### config.mk
export PLATFORM = sky130hd
export DESIGN_NAME = ifetch_stage
export DESIGN_NICKNAME = d
export VERILOG_FILES = /design/src/rtl/rv32_pkg.sv /design/src/rtl/fetch_skid_buf.sv /design/src/rtl/ifetch_stage.sv
export SDC_FILE = /design/constraint.sdc
export NUM_CORES = 1
export LEC_CHECK = 0
export BUFFER_PORTS_ARGS = -buffer_cell sky130_fd_sc_hd__buf_2
export CAP_MARGIN = 20
export CORE_MARGIN = 1.5
export CORE_UTILIZATION = 30
export DETAILED_ROUTE_END_ITERATION = 8
export GPL_TIMING_DRIVEN = 1
export PLACE_DENSITY = 0.6
export SYNTH_ARGS = -nofsm -noshare
export SYNTH_HDL_FRONTEND = slang
export SYNTH_SLANG_ARGS = --single-unit
### constraint.sdc
create_clock -name clk -period 12.4 [get_ports clk]
set_clock_uncertainty 0.1 [all_clocks]
set_input_delay 2.48 -clock clk [delete_from_list [all_inputs] [get_ports clk]]
set_output_delay 2.48 -clock clk [all_outputs]
set_load 0.1 [all_outputs]
### src/rtl/rv32_pkg.sv
// rv32_pkg: shared RV32 constants, fetch state encoding and decode opcode fields
package rv32_pkg;
  localparam int XLEN = 32;
  localparam logic [XLEN-1:0] ILEN_BYTES = 32'd4;
  localparam logic [XLEN-1:0] NOP_INSTR = 32'h0000_0013;
  localparam logic [XLEN-1:0] RESET_PC = 32'h0000_0000;
  localparam logic [6:0] OPC_LOAD = 7'b0000011;
  localparam logic [6:0] OPC_OP_IMM = 7'b0010011;
  localparam logic [6:0] OPC_AUIPC = 7'b0010111;
  localparam logic [6:0] OPC_STORE = 7'b0100011;
  localparam logic [6:0] OPC_OP = 7'b0110011;
  localparam logic [6:0] OPC_LUI = 7'b0110111;
  localparam logic [6:0] OPC_BRANCH = 7'b1100011;
  localparam logic [6:0] OPC_JALR = 7'b1100111;
  localparam logic [6:0] OPC_JAL = 7'b1101111;
  localparam logic [6:0] OPC_SYSTEM = 7'b1110011;
  typedef enum logic [1:0] {S_FETCH, S_FULL, S_DROP} fetch_state_e;
endpackage

### src/rtl/fetch_skid_buf.sv
// fetch_skid_buf: one-entry {instr,pc} buffer absorbing a response decode cannot take
module fetch_skid_buf
  import rv32_pkg::*;
(
  input  logic            clk,
  input  logic            rst_n,
  input  logic            i_load,
  input  logic            i_unload,
  input  logic            i_flush,
  input  logic [XLEN-1:0] i_instr,
  input  logic [XLEN-1:0] i_pc,
  output logic            o_full,
  output logic [XLEN-1:0] o_instr,
  output logic [XLEN-1:0] o_pc
);
  logic            r_full;
  logic [XLEN-1:0] r_instr;
  logic [XLEN-1:0] r_pc;
  // occupancy: flush and unload empty it, load fills it
  always_ff @(posedge clk)
    if (!rst_n || i_flush || i_unload) r_full <= 1'b0;
    else if (i_load) r_full <= 1'b1;
  // payload is only meaningful while full, so it needs no reset
  always_ff @(posedge clk)
    if (i_load) begin
      r_instr <= i_instr;
      r_pc    <= i_pc;
    end
  assign o_full  = r_full;
  assign o_instr = r_instr;
  assign o_pc    = r_pc;
endmodule

### src/rtl/ifetch_stage.sv
// ifetch_stage: PC owner issuing single-outstanding fetches into an IF/ID register
module ifetch_stage
  import rv32_pkg::*;
#(
  parameter logic [XLEN-1:0] RESET_PC  = rv32_pkg::RESET_PC,
  parameter logic [XLEN-1:0] NOP_INSTR = rv32_pkg::NOP_INSTR
) (
  input  logic            clk,
  input  logic            rst_n,
  output logic            imem_req,
  output logic [XLEN-1:0] imem_addr,
  input  logic [XLEN-1:0] imem_rdata,
  input  logic            imem_ready,
  input  logic            redirect_valid,
  input  logic [XLEN-1:0] redirect_pc,
  input  logic            stall,
  output logic            id_valid,
  output logic [XLEN-1:0] id_instr,
  output logic [XLEN-1:0] id_pc
);
  fetch_state_e    r_state;
  logic [XLEN-1:0] r_req_addr;
  logic [XLEN-1:0] r_redir_q;
  logic            r_id_valid;
  logic [XLEN-1:0] r_id_instr;
  logic [XLEN-1:0] r_id_pc;
  logic            w_free;
  logic [XLEN-1:0] w_tgt;
  logic [XLEN-1:0] w_next;
  logic            w_skid_load;
  logic            w_skid_unload;
  logic            w_skid_full;
  logic [XLEN-1:0] w_skid_instr;
  logic [XLEN-1:0] w_skid_pc;
  // a bubble in IF/ID may always be overwritten, even under stall
  always_comb begin
    w_free        = !r_id_valid || !stall;
    w_tgt         = redirect_pc & ~32'h3;
    w_next        = r_req_addr + ILEN_BYTES;
    w_skid_load   = rst_n && !redirect_valid && r_state == S_FETCH && imem_ready && !w_free;
    w_skid_unload = rst_n && !redirect_valid && r_state == S_FULL && !stall;
  end
  assign imem_req  = rst_n && r_state != S_FULL;
  assign imem_addr = r_req_addr;
  assign id_valid  = r_id_valid;
  assign id_instr  = r_id_instr;
  assign id_pc     = r_id_pc;
  fetch_skid_buf u_skid (
    .clk      (clk),
    .rst_n    (rst_n),
    .i_load   (w_skid_load),
    .i_unload (w_skid_unload),
    .i_flush  (redirect_valid),
    .i_instr  (imem_rdata),
    .i_pc     (r_req_addr),
    .o_full   (w_skid_full),
    .o_instr  (w_skid_instr),
    .o_pc     (w_skid_pc)
  );
  // fetch FSM and IF/ID register; redirect overrides stall and any response
  always_ff @(posedge clk) begin
    if (!rst_n) begin
      r_state    <= S_FETCH;
      r_req_addr <= RESET_PC;
      r_redir_q  <= RESET_PC;
      r_id_valid <= 1'b0;
      r_id_instr <= NOP_INSTR;
      r_id_pc    <= RESET_PC;
    end else if (redirect_valid) begin
      r_id_valid <= 1'b0;
      r_id_instr <= NOP_INSTR;
      r_redir_q  <= w_tgt;
      if (r_state == S_FULL || imem_ready) begin
        r_req_addr <= w_tgt;
        r_state    <= S_FETCH;
      end else r_state <= S_DROP;
    end else begin
      unique case (r_state)
        S_FETCH:
          if (imem_ready && w_free) begin
            r_id_valid <= 1'b1;
            r_id_instr <= imem_rdata;
            r_id_pc    <= r_req_addr;
            r_req_addr <= w_next;
          end else if (imem_ready) begin
            r_req_addr <= w_next;
            r_state    <= S_FULL;
          end else if (w_free) r_id_valid <= 1'b0;
        S_FULL:
          if (!stall) begin
            r_id_valid <= w_skid_full;
            r_id_instr <= w_skid_instr;
            r_id_pc    <= w_skid_pc;
            r_state    <= S_FETCH;
          end
        S_DROP: begin
          r_id_valid <= 1'b0;
          if (imem_ready) begin
            r_req_addr <= r_redir_q;
            r_state    <= S_FETCH;
          end
        end
        default: r_state <= S_FETCH;
      endcase
    end
  end
endmodule

* Word-level counts from Yosys, hierarchy flattened
Cells that the tools add are included.
W data, S select, Z words.
** Storage, ports and cells
- Bits in registers :: 194
- Output and inout bits :: 98
** Operators by class
- $add $sub $neg :: 1
- Equal/unequal tests :: 13
- Mux-type cells :: 24
- Bitwise gates (word level) :: 2
- Reductions and logical operators :: 27
** Operators by type and width (number)
- $mux W32 :: 9
- $pmux W32 S2 :: 3
- $add A32 B3 Y32 const B :: 1
- $reduce_and A4 Y1 :: 4
- $mux W2 :: 6
- $ne A3 B3 Y1 const B :: 4
- $logic_and A1 B1 Y1 :: 8
- $ne A2 B1 Y1 const B :: 3
- $ne A3 B2 Y1 const B :: 2
- $pmux W2 S3 :: 1
- $reduce_bool A3 Y1 :: 2
- $logic_not A1 Y1 :: 5
- $logic_or A1 B1 Y1 :: 4
- $mux W1 :: 4
- $ne A4 B3 Y1 const B :: 1
- $pmux W1 S3 :: 1
- $reduce_and A3 Y1 :: 1
- $eq A2 B1 Y1 const B :: 1
- $eq A2 B2 Y1 const B :: 1
- $logic_not A2 Y1 :: 1
- $ne A2 B2 Y1 const B :: 1
- $not A1 Y1 :: 2
- $reduce_bool A2 Y1 :: 1
- $reduce_or A2 Y1 :: 1

* Logic depth before layout (Yosys ltp)
Gate-level depths: netlist of run 1.
- Depth after elaboration :: 6
- Mapped depth :: 10
- Mapped depth without buffers :: 7

* Hierarchy
A second synthesis of run 1 with hierarchy kept.
** Second synthesis, totals
- Cell total of the unflattened synthesis :: 814
- Area, all modules :: 8614.5 sq um
** Modules (own cells, without submodules)
- ifetch_stage :: instances 1, cells an instance 747, area each 6653.9 sq um, seq. area each 2542.4 sq um
- fetch_skid_buf :: instances 1, cells an instance 67, area each 1960.6 sq um, seq. area each 1941.9 sq um

* Worst setup path before layout of run 1
OpenSTA, ideal clock, no wires.
- Path kind :: input port to output port
- From :: input port rst_n
- To :: output port imem_req
- Arrival :: 4529 ps
- Path slack :: 5291 ps
- Stages :: 4
- Path through :: clkbuf_1 > clkbuf_1 > clkbuf_1 > nor2b_1
** On the way
- Word-level cells in the longest chain between the ends :: 1
** Ends and longest elaborated chain
- start, declared :: RTL line ifetch_stage.sv:9 : input logic rst_n,
- $logic_and A1 B1 Y1 :: RTL line ifetch_stage.sv:43 : assign imem_req = rst_n && r_state != S_FULL;
- end, declared :: RTL line ifetch_stage.sv:10 : output logic imem_req,
Every way passes these cells.

* Worst setup path in the final report of run 1
Ends and elaborated chain as after synthesis.

==> results.ini, run 1 <==
[critical_path]
crit_family=buffers and inverters
path_cells=buf_2, nor2b_1, buf_2
crit_type=primary input to primary output
cp-end-kind=primary output
ff2ff_setup_slack_ns=9.36
cp_common_cell=buf_2
crit_arrival_ns=3.31
start_kind=primary input
slowest_stage=buf_2
crit_fanout=13
critPathBufInv=2
max_stage_delay_ns=0.43
required_ns=9.82

[sta]
final-hold-violation-count=0
post-route-period-util=0.475
max_slew_margin=0.416
setup_violations=0
min_period_ns=5.89
finalWorstSetupSlack_ns=6.51
worst_pin_slew_ns=0.870
rsz0062_at_grt=no
hold_ws_ns=0.372
tns_ns=0
fmax_mhz=170
report.final.slew_viol_count=0

[final_layout]
fin_nets=1010
multi_input_area_sq_um=3680
antenna-diode-count=0
seqCellArea_sq_um=4380
fin_util=0.372
final.fill_count=2775
syn2layout_area_growth_pct=21.0
layout-drive-gt1-share=0.235

[synthesis]
synth_area_leaders=dfxtp_1 (30%), edfxtp_1 (22%), mux2i_1 (9.7%), nand2_1 (4.0%), o211a_1 (3.6%)
synth_top_cell_by_area=dfxtp_1
yosys.cell_count.top_type=dfxtp_1
synth.top_cell.area_share=0.302
syn_area_sq_um=8350
yosysWarningCount=0
synth_fa_ha_area_frac=0.00749
synth_edf_count=62
synth-main-ff-cell=dfxtp_1
synth-compound-area-share=0.181
avgSynthCellArea_sq_um=10.3
netlist_instances=808
async_reset_ff_frac=0
synth_xor_area_frac=0.00419
ys_seq_elements=188
synth.distinct_cells=62
synthTopCellsByCount=dfxtp_1 (126), nand2_1 (90), mux2i_1 (81)
muxShareOfSynthArea=0.101
ys_seq_area_frac=0.525
yosys.area_share.simple=0.139
synth_top_family_by_area=compound AO/OA/AOI/OAI gates

[power_and_ir_drop]
ir_drop_v=0.0000778
power_density_nw_per_um2=159
leakage_uw=0.00413

[grt]
antenna_found_initial=0
grt_use_total=0.155
grt_pass1_wl_microns=34800
grt-ovfl-total=0
grt_max_degree=87
grt_pass1_vias=6046

[clock_tree]
clk_latency_ns=0.43
cts_tree=built
cts.sinks=188
cts_buffers=17
clock_path_buffers=2
clkTransAtPathRegs_ns=0.08
cts_hold_buf=0
root_buffer=clkbuf_16
cts_resized=0
h-tree-depth=4
postCtsSetupBuffers=0

[die]
die_height_microns=170
core_sq_um=27200
ios=167
rows=60
start_util=0.307
die_area_sq_um=28900
die_width_microns=170

[detailed_routing]
vias=6630
wl_microns=22500
wl_met3_microns=1440
drt_iter0_drc=544
avgViaCountPerCell=5.02
top_layer=met4
drcViolationCount=0
wire_per_inst_microns=17.0
firstDrtPassIters=7
dr_wl_met2_microns=10000
wirelength_met1_microns=10900
drtAntennaViolNets=0

[placement]
dpl.hpwl_microns=15000
place.gp.congestion=0.770
port_buffers=160
dpl_worst_slack_ns=6.50

[hold_path]
hold_path.class=flop to flop

[run]
maxCapViolations=0

[run_status]
outcome=complete, no violations

-- sequential cells by signal (all words and copies together), names as in the netlist --
name            flops
r_state             2
imem_addr          30
r_redir_q          30
id_instr           32
u_skid.o_instr     32
u_skid.o_full       1
id_pc              30
id_valid            1
u_skid.o_pc        30
-- path summary, 6_finish.rpt --
check | from | depth (start not counted) | end
max | rst_n | 3 | imem_req
max reg2reg | r_state[0]$_SDFFE_PN0P_ | 7 | id_pc[24]$_SDFFE_PN0P_
min | r_redir_q[21]$_SDFFE_PN0P_ | 2 | r_redir_q[21]$_SDFFE_PN0P_
min reg2reg | r_redir_q[21]$_SDFFE_PN0P_ | 2 | r_redir_q[21]$_SDFFE_PN0P_
-- stage by stage --
step	cells	total power [uW]	cell area (sq um)
finish	1321	1610	10100
global route	1321	1670	10100
CTS	1319	1620	10100
detailed placement	1287	1050	9470
global placement	1287	1050	9470
floorplan	811	980	8360
-- logic make-up (layout without fill, tap and decap cells) --
family / count (synthesis) / count (layout)
and+or+nand+nor: 236 / 236
buffers and inverters: 79 / 217
muxes: 84 / 84
DFF: 188 / 188
other: 1 / 4
adders and majority gates: 5 / 5
xor gates and xnor gates: 4 / 4
AOI/OAI and AO/OA: 211 / 211
-- per-layer routing --
layer  track usage  up-vias
met5             0        -
met4        0.0385        0
met1         0.221     3149
met2         0.234      210
met3        0.0386       13
li1              -     3258
-- cell type report --
| type | count | share of cell area |
|---|---|---|
| flip-flops and latches | 188 | 0.434 |
| multi-input cells | 544 | 0.364 |
| repair buffers | 175 | 0.0923 |
| well taps | 372 | 0.0460 |
| clock buffers | 17 | 0.0421 |
| clock inverters | 15 | 0.0178 |
| inverters | 10 | 0.00371 |
-- worst register-to-register path: stages (launching register included) --
cell,delay [ns]
dfxtp_1,0.47
ha_4,0.51
buf_4,0.75
o32ai_4,0.18
and2_2,0.44
buf_16,0.27
o211ai_1,0.12
o211a_1,0.16
-- where the power goes --
group | switching [uW] | internal, uW
clock | 262 | 305
combinational | 268 | 74.6
sequential | 31.2 | 666
total | 562 | 1050
-- cells in the final DEF (no fill, tap or decap), types with 7 or more instances in the layout --
cell and count:
clkbuf_16 17, o211a_1 30, o211ai_1 8, dfxtp_1 126
inv_1 10, nor2b_1 30, a211oi_1 30, a21boi_0 11
nor3_1 8, a21oi_1 29, mux2i_1 81, nor2_1 46
a31oi_1 17, and3_1 7, o21ai_0 38, buf_2 160
buf_4 14, nand3_1 11, nand2_1 90, edfxtp_1 62
nand4_1 14, a22oi_1 7
(Power assumes the default switching activity.)
==> run 2, diff against run 1 <==
--- a/config.mk
+++ b/config.mk
@@ -11,7 +11,7 @@
 export CORE_UTILIZATION = 30
 export DETAILED_ROUTE_END_ITERATION = 8
 export GPL_TIMING_DRIVEN = 1
-export PLACE_DENSITY = 0.6
+export PLACE_DENSITY = 0.61
 export SYNTH_ARGS = -nofsm -noshare
 export SYNTH_HDL_FRONTEND = slang
 export SYNTH_SLANG_ARGS = --single-unit
==> constraint.sdc (replaced) <==
create_clock -name clk -period 5.1 [get_ports clk]
set_clock_uncertainty 0.1 [all_clocks]
set_input_delay 1.02 -clock clk [delete_from_list [all_inputs] [get_ports clk]]
set_output_delay 1.02 -clock clk [all_outputs]
set_load 0.1 [all_outputs]
==> run 2 against run 1 <==
Compared with the run above: largest cell class unchanged; first-iteration DRC count decreased by 15%; via count shrank 0.75%; worst hold slack better by 0.0090 ns; highest routed layer unchanged; critical endpoint unchanged.
==> results.ini, run 2 (synthesis results as in run 1) <==
[sta]
rsz0062_at_grt=no  ; unchanged
post-route-period-util=0.586
min_period_ns=2.99
finalWorstSetupSlack_ns=2.11  ; was 6.51 ns
worst_pin_slew_ns=0.937  ; was 0.870 ns
report.final.slew_viol_count=0  ; unchanged
setup_violations=0  ; unchanged
final-hold-violation-count=0  ; unchanged
max_slew_margin=0.374  ; was 0.416
fmax_mhz=334
tns_ns=0  ; unchanged

[hold_path]
min_from=u_skid.o_full$_SDFFE_PP0P_  ; was r_redir_q[21]$_SDFFE_PN0P_
min_delay_worst_endpoint=u_skid.o_full$_SDFFE_PP0P_  ; was r_redir_q[21]$_SDFFE_PN0P_
whs_path_depth=2  ; unchanged
hold_path.class=flop to flop  ; unchanged

[die]
die_height_microns=170  ; unchanged
rows=60  ; unchanged
start_util=0.307  ; unchanged
die_area_sq_um=28900  ; unchanged
die_width_microns=170  ; unchanged
ios=167  ; unchanged
core_sq_um=27200  ; unchanged

[critical_path]
crit_fanout=35  ; was 13
start_kind=flop  ; was primary input
r2r_end=imem_addr[31]$_SDFFE_PN0P_  ; was id_pc[24]$_SDFFE_PN0P_
r2r_start=r_state[0]$_SDFFE_PN0P_  ; unchanged
crit_family=adder cells  ; was buffers and inverters
max_stage_delay_ns=0.55  ; was 0.43 ns
crit_type=flop to primary output  ; was primary input to primary output
required_ns=3.98  ; was 9.82 ns
r2r_cells=9  ; was 7
path_cells=ha_4, nor2b_1, buf_2  ; was buf_2, nor2b_1, buf_2
critPathBufInv=1  ; was 2
cp-end-kind=primary output  ; unchanged
ff2ff_setup_slack_ns=2.17  ; was 9.36 ns
crit_arrival_ns=1.87  ; was 3.31 ns
slowest_stage=ha_4  ; was buf_2

[final_layout]
seqCellArea_sq_um=4380  ; unchanged
final_cell_mix=buf_2 (160), dfxtp_1 (126), nand2_1 (90)  ; unchanged
layout-drive-gt1-share=0.235  ; unchanged
final_common_cell=buf_2  ; unchanged
multi_input_area_sq_um=3680  ; unchanged
fin_util=0.371  ; was 0.372
antenna-diode-count=0  ; unchanged
final.fill_count=2772  ; was 2775
fin_area_sq_um=10100  ; about the same
fin_nets=1010  ; unchanged
syn2layout_area_growth_pct=20.7  ; was 21.0%

[run_status]
outcome=complete, no violations  ; unchanged

[power_and_ir_drop]
leakage_uw=0.00413  ; about the same
ir_drop_v=0.000177  ; was 0.0000778 V
power_uw=3840  ; was 1610 uW
power_density_nw_per_um2=381  ; was 159 nW/um^2

[detailed_routing]
vias=6580  ; was 6630
wire_per_inst_microns=17.1  ; was 17.0 microns
wl_microns=22600  ; was 22500 microns
drt_iter0_drc=463  ; was 544
drcViolationCount=0  ; unchanged
drtAntennaViolNets=0  ; unchanged
firstDrtPassIters=5  ; was 7
avgViaCountPerCell=4.98  ; was 5.02

[clock_tree]
clk_latency_ns=0.43  ; about the same
h-tree-depth=4  ; unchanged
cts_resized=0  ; unchanged
postCtsSetupBuffers=0  ; unchanged
clock_path_buffers=2  ; unchanged
clkTransAtPathRegs_ns=0.07  ; was 0.08 ns
root_buffer=clkbuf_16  ; unchanged
cts.sinks=188  ; unchanged
cts_buffers=17  ; unchanged
cts_hold_buf=0  ; unchanged
cts_tree=built  ; unchanged

[run]
maxCapViolations=0  ; unchanged

[placement]
place_area_sq_um=9470  ; unchanged
dpl.hpwl_microns=15200  ; was 15000 microns
place.gp.congestion=0.774  ; was 0.770
port_buffers=160  ; unchanged
dpl_worst_slack_ns=1.86  ; was 6.50 ns

[grt]
grt-ovfl-total=0  ; unchanged
grt_use_total=0.156  ; was 0.155
grt_pass1_wl_microns=35200  ; was 34800 microns
antenna_found_initial=0  ; unchanged
grt_max_degree=90  ; was 87
grt_pass1_vias=6107  ; was 6046

[run 2: changes by cell type in the layout (fill, tap and decap cells not counted), sizes merged]
cell      previous run  this run
clkbuf              17        20
clkinv               5         6
clkinvlp             2         0
bufinv               2         0
[run 2: where the power goes]
group	internal [uW]	switching [uW]	total (uW)	leakage, uW
clock network	694	620	1310	0.000290
logic	180	651	831	0.00225
registers	1620	76.6	1700	0.00160
total	2490	1350	3840	0.00413
[run 2: worst reg2reg max path, delay by kind of cell, from the launching register on]
family          cells  cell delay, ns
mux                 1            0.27
flops               1            0.39
buf+inv             3            0.75
simple gates        2            0.22
fa+ha+maj           1            0.15
compound gates      2            0.96
[run 2: layout make-up]
type	instances	area share
Tap cell	372	0.0462
Inverter	10	0.00372
Clock inverter	12	0.0102
Clock buffer	20	0.0474
Multi-Input combinational cell	544	0.365
Sequential cell	188	0.435
Timing Repair Buffer	175	0.0922
[run 2: worst max-delay path by stage]
stage,start,endpoint,slack [ns],depth (start not counted)
3_5_place_dp,redirect_valid,id_pc[14]$_SDFFE_PN0P_,1.86,6
3_3_place_gp,redirect_valid,id_pc[14]$_SDFFE_PN0P_,1.87,6
2_1_floorplan,redirect_valid,u_skid.o_instr[0]$_DFFE_PP_,0.01,6
4_1_cts,r_state[0]$_SDFFE_PN0P_,id_pc[14]$_SDFFE_PN0P_,2.06,6
5_1_grt,r_state[0]$_SDFFE_PN0P_,imem_addr[31]$_SDFFE_PN0P_,1.95,9
6_report,r_state[0]$_SDFFE_PN0P_,imem_req,2.11,3
[run 2: per-layer routing]
metal  routed length (microns)  vias to the layer above  GRT usage
met2                      9800                      191      0.235
met5                         0                        -          0
met3                      1300                       18     0.0347
li1                          -                     3235          -
met4                       296                        0     0.0469
met1                     11200                     3136      0.223
[run 2: stage by stage]
stage,hold slack (ns),cells
floorplan,0.347,811
global placement,0.360,1287
detailed placement,0.371,1287
CTS,0.382,1319
global route,0.403,1321
finish,0.381,1321
==> run 3, diff against run 2 <==
--- a/config.mk
+++ b/config.mk
@@ -11,7 +11,7 @@
 export CORE_UTILIZATION = 30
 export DETAILED_ROUTE_END_ITERATION = 8
 export GPL_TIMING_DRIVEN = 1
-export PLACE_DENSITY = 0.61
+export PLACE_DENSITY = 0.6
 export SYNTH_ARGS = -nofsm -noshare
 export SYNTH_HDL_FRONTEND = slang
 export SYNTH_SLANG_ARGS = --single-unit
==> constraint.sdc (replaced) <==
create_clock -name clk -period 3 [get_ports clk]
set_clock_uncertainty 0.1 [all_clocks]
set_input_delay 0.6 -clock clk [delete_from_list [all_inputs] [get_ports clk]]
set_output_delay 0.6 -clock clk [all_outputs]
set_load 0.1 [all_outputs]
==> run 3 against run 2 <==
Compared with the run above: utilization is 0.50 points higher; setup slack worse by 1.9 ns; register-to-register slack got worse by 1.7 ns; largest cell class unchanged; largest power group unchanged; highest routed layer unchanged.
==> results.ini, run 3 (synthesis results as in run 1) <==
[power_and_ir_drop]
p_sw_uw=2250  ; was 1350 uW
seqPwrFrac=0.439  ; was 0.442
power_density_nw_per_um2=639  ; was 381 nW/um^2
leakage_uw=0.00422  ; was 0.00413 uW
ir_drop_v=0.000377  ; was 0.000177 V
combPwrFrac=0.224  ; was 0.216
clockPowerShare=0.337  ; was 0.342
p_int_uw=4280  ; was 2490 uW
power.share.switching=0.344  ; was 0.351

[detailed_routing]
vias=6744  ; was 6580
firstDrtPassIters=5  ; unchanged
drcViolationCount=0  ; unchanged
wl_microns=23000  ; was 22600 microns
drt_iter0_drc=443  ; was 463
avgViaCountPerCell=5.04  ; was 4.98
drtAntennaViolNets=0  ; unchanged
wire_per_inst_microns=17.2  ; was 17.1 microns

[clock_tree]
clock_path_buffers=2  ; unchanged
cts_buffers=17  ; unchanged
cts_resized=0  ; unchanged
h-tree-depth=4  ; unchanged
cts_tree=built  ; unchanged
clk_latency_ns=0.43  ; about the same
cts_hold_buf=0  ; unchanged
clkTransAtPathRegs_ns=0.07  ; about the same
cts.sinks=188  ; unchanged
postCtsSetupBuffers=0  ; unchanged
root_buffer=clkbuf_16  ; unchanged

[placement]
port_buffers=160  ; unchanged
dpl_worst_slack_ns=0.511  ; was 1.86 ns
dpl.hpwl_microns=15600  ; was 15200 microns
place.gp.congestion=0.796  ; was 0.774

[final_layout]
layout-drive-gt1-share=0.246  ; was 0.235
final_cell_mix=buf_2 (159), dfxtp_1 (126), nand2_1 (90)  ; was buf_2 (160), dfxtp_1 (126), nand2_1 (90)
fin_nets=1028  ; was 1010
antenna-diode-count=0  ; unchanged
fin_util=0.376  ; was 0.371
syn2layout_area_growth_pct=22.3  ; was 20.7%
final_common_cell=buf_2  ; unchanged
multi_input_area_sq_um=3680  ; about the same
final.fill_count=2779  ; was 2772
seqCellArea_sq_um=4380  ; unchanged

[run_status]
outcome=complete, no violations  ; unchanged

[sta]
min_period_ns=2.82
tns_ns=0  ; unchanged
rsz0062_at_grt=no  ; unchanged
finalWorstSetupSlack_ns=0.178  ; was 2.11 ns
report.final.slew_viol_count=0  ; unchanged
post-route-period-util=0.941
fmax_mhz=354
worst_pin_slew_ns=0.813  ; was 0.937 ns
setup_violations=0  ; unchanged
final-hold-violation-count=0  ; unchanged
max_slew_margin=0.457  ; was 0.374

[die]
core_sq_um=27200  ; unchanged
rows=60  ; unchanged
die_width_microns=170  ; unchanged
ios=167  ; unchanged
start_util=0.307  ; unchanged
die_height_microns=170  ; unchanged
die_area_sq_um=28900  ; unchanged

[critical_path]
crit_arrival_ns=2.12  ; was 1.87 ns
required_ns=2.30  ; was 3.98 ns
cp-end-kind=primary output  ; unchanged
start_kind=flop  ; unchanged
crit_fanout=27  ; was 35
r2r_cells=7  ; was 9
crit_type=flop to primary output  ; unchanged

[grt]
grt-ovfl-total=0  ; unchanged
antenna_found_initial=0  ; unchanged
grt_use_total=0.158  ; was 0.156
grt_pass1_wl_microns=35300  ; was 35200 microns
grt_max_degree=65  ; was 90
grt_pass1_vias=6154  ; was 6107

[hold_path]
whs_path_depth=1  ; was 2
hold_path.class=primary input to flop  ; was flop to flop

[run]
maxCapViolations=0  ; unchanged

-- run 3: changes by cell type in the layout (fill, tap and decap cells not counted), sizes merged --
cell	before	now
buf	175	193
clkbuf	20	23
inv	16	13
bufinv	0	1
clkinv	6	5
-- run 3: worst paths after layout --
path	slack, ns	endpoint	startpoint
worst min register to register	0.37	r_redir_q[8]$_SDFFE_PN0P_	r_redir_q[8]$_SDFFE_PN0P_
worst max register to register	0.45	imem_addr[2]$_SDFFE_PN0P_	r_state[0]$_SDFFE_PN0P_
worst max-delay path	0.18	imem_req	r_state[0]$_SDFFE_PN0P_
worst min-delay path	0.26	u_skid.o_instr[9]$_DFFE_PP_	imem_rdata[9]
-- run 3: layer usage --
layer | track usage | vias to the layer above | part of all wire
met4 | 0.0416 | 0 | 0.0084
met2 | 0.238 | 198 | 0.44
met3 | 0.0363 | 16 | 0.057
met1 | 0.226 | 3261 | 0.49
met5 | 0 | - | 0
li1 | - | 3269 | -
-- run 3: cell type report --
cell class | instances | share of cell area
repair buffers | 193 | 0.107
clock inverters | 9 | 0.00845
inverters | 10 | 0.00367
clock buffers | 23 | 0.0458
multi-input cells | 544 | 0.361
well taps | 372 | 0.0456
flip-flops and latches | 188 | 0.429
-- run 3: through the flow --
stage / area, sq um / total power (uW) / hold WS [ns] / std cells
after detailed placement: 9660 / 4390 / 0.364 / 1307
after global placement: 9660 / 4380 / 0.358 / 1307
after CTS: 10200 / 6600 / 0.239 / 1339
final: 10200 / 6530 / 0.257 / 1339
after floorplan: 8370 / 4050 / 0.347 / 811
after global routing: 10200 / 6780 / 0.237 / 1339
-- run 3: critical path, stage by stage (launching register included) --
cell     delay, ns
dfxtp_1       0.48
ha_4          0.44
buf_4         0.46
nor2b_2       0.11
buf_12        0.18
-- run 3: power by group through the flow --
stage / combinational [uW] / sequential (uW) / clock [uW]
after floorplan: 466 / 3590 / 0
after global placement: 1460 / 2920 / 0
after detailed placement: 1470 / 2920 / 0
after CTS: 1470 / 2860 / 2260
after global routing: 1550 / 2880 / 2350
final: 1460 / 2860 / 2200
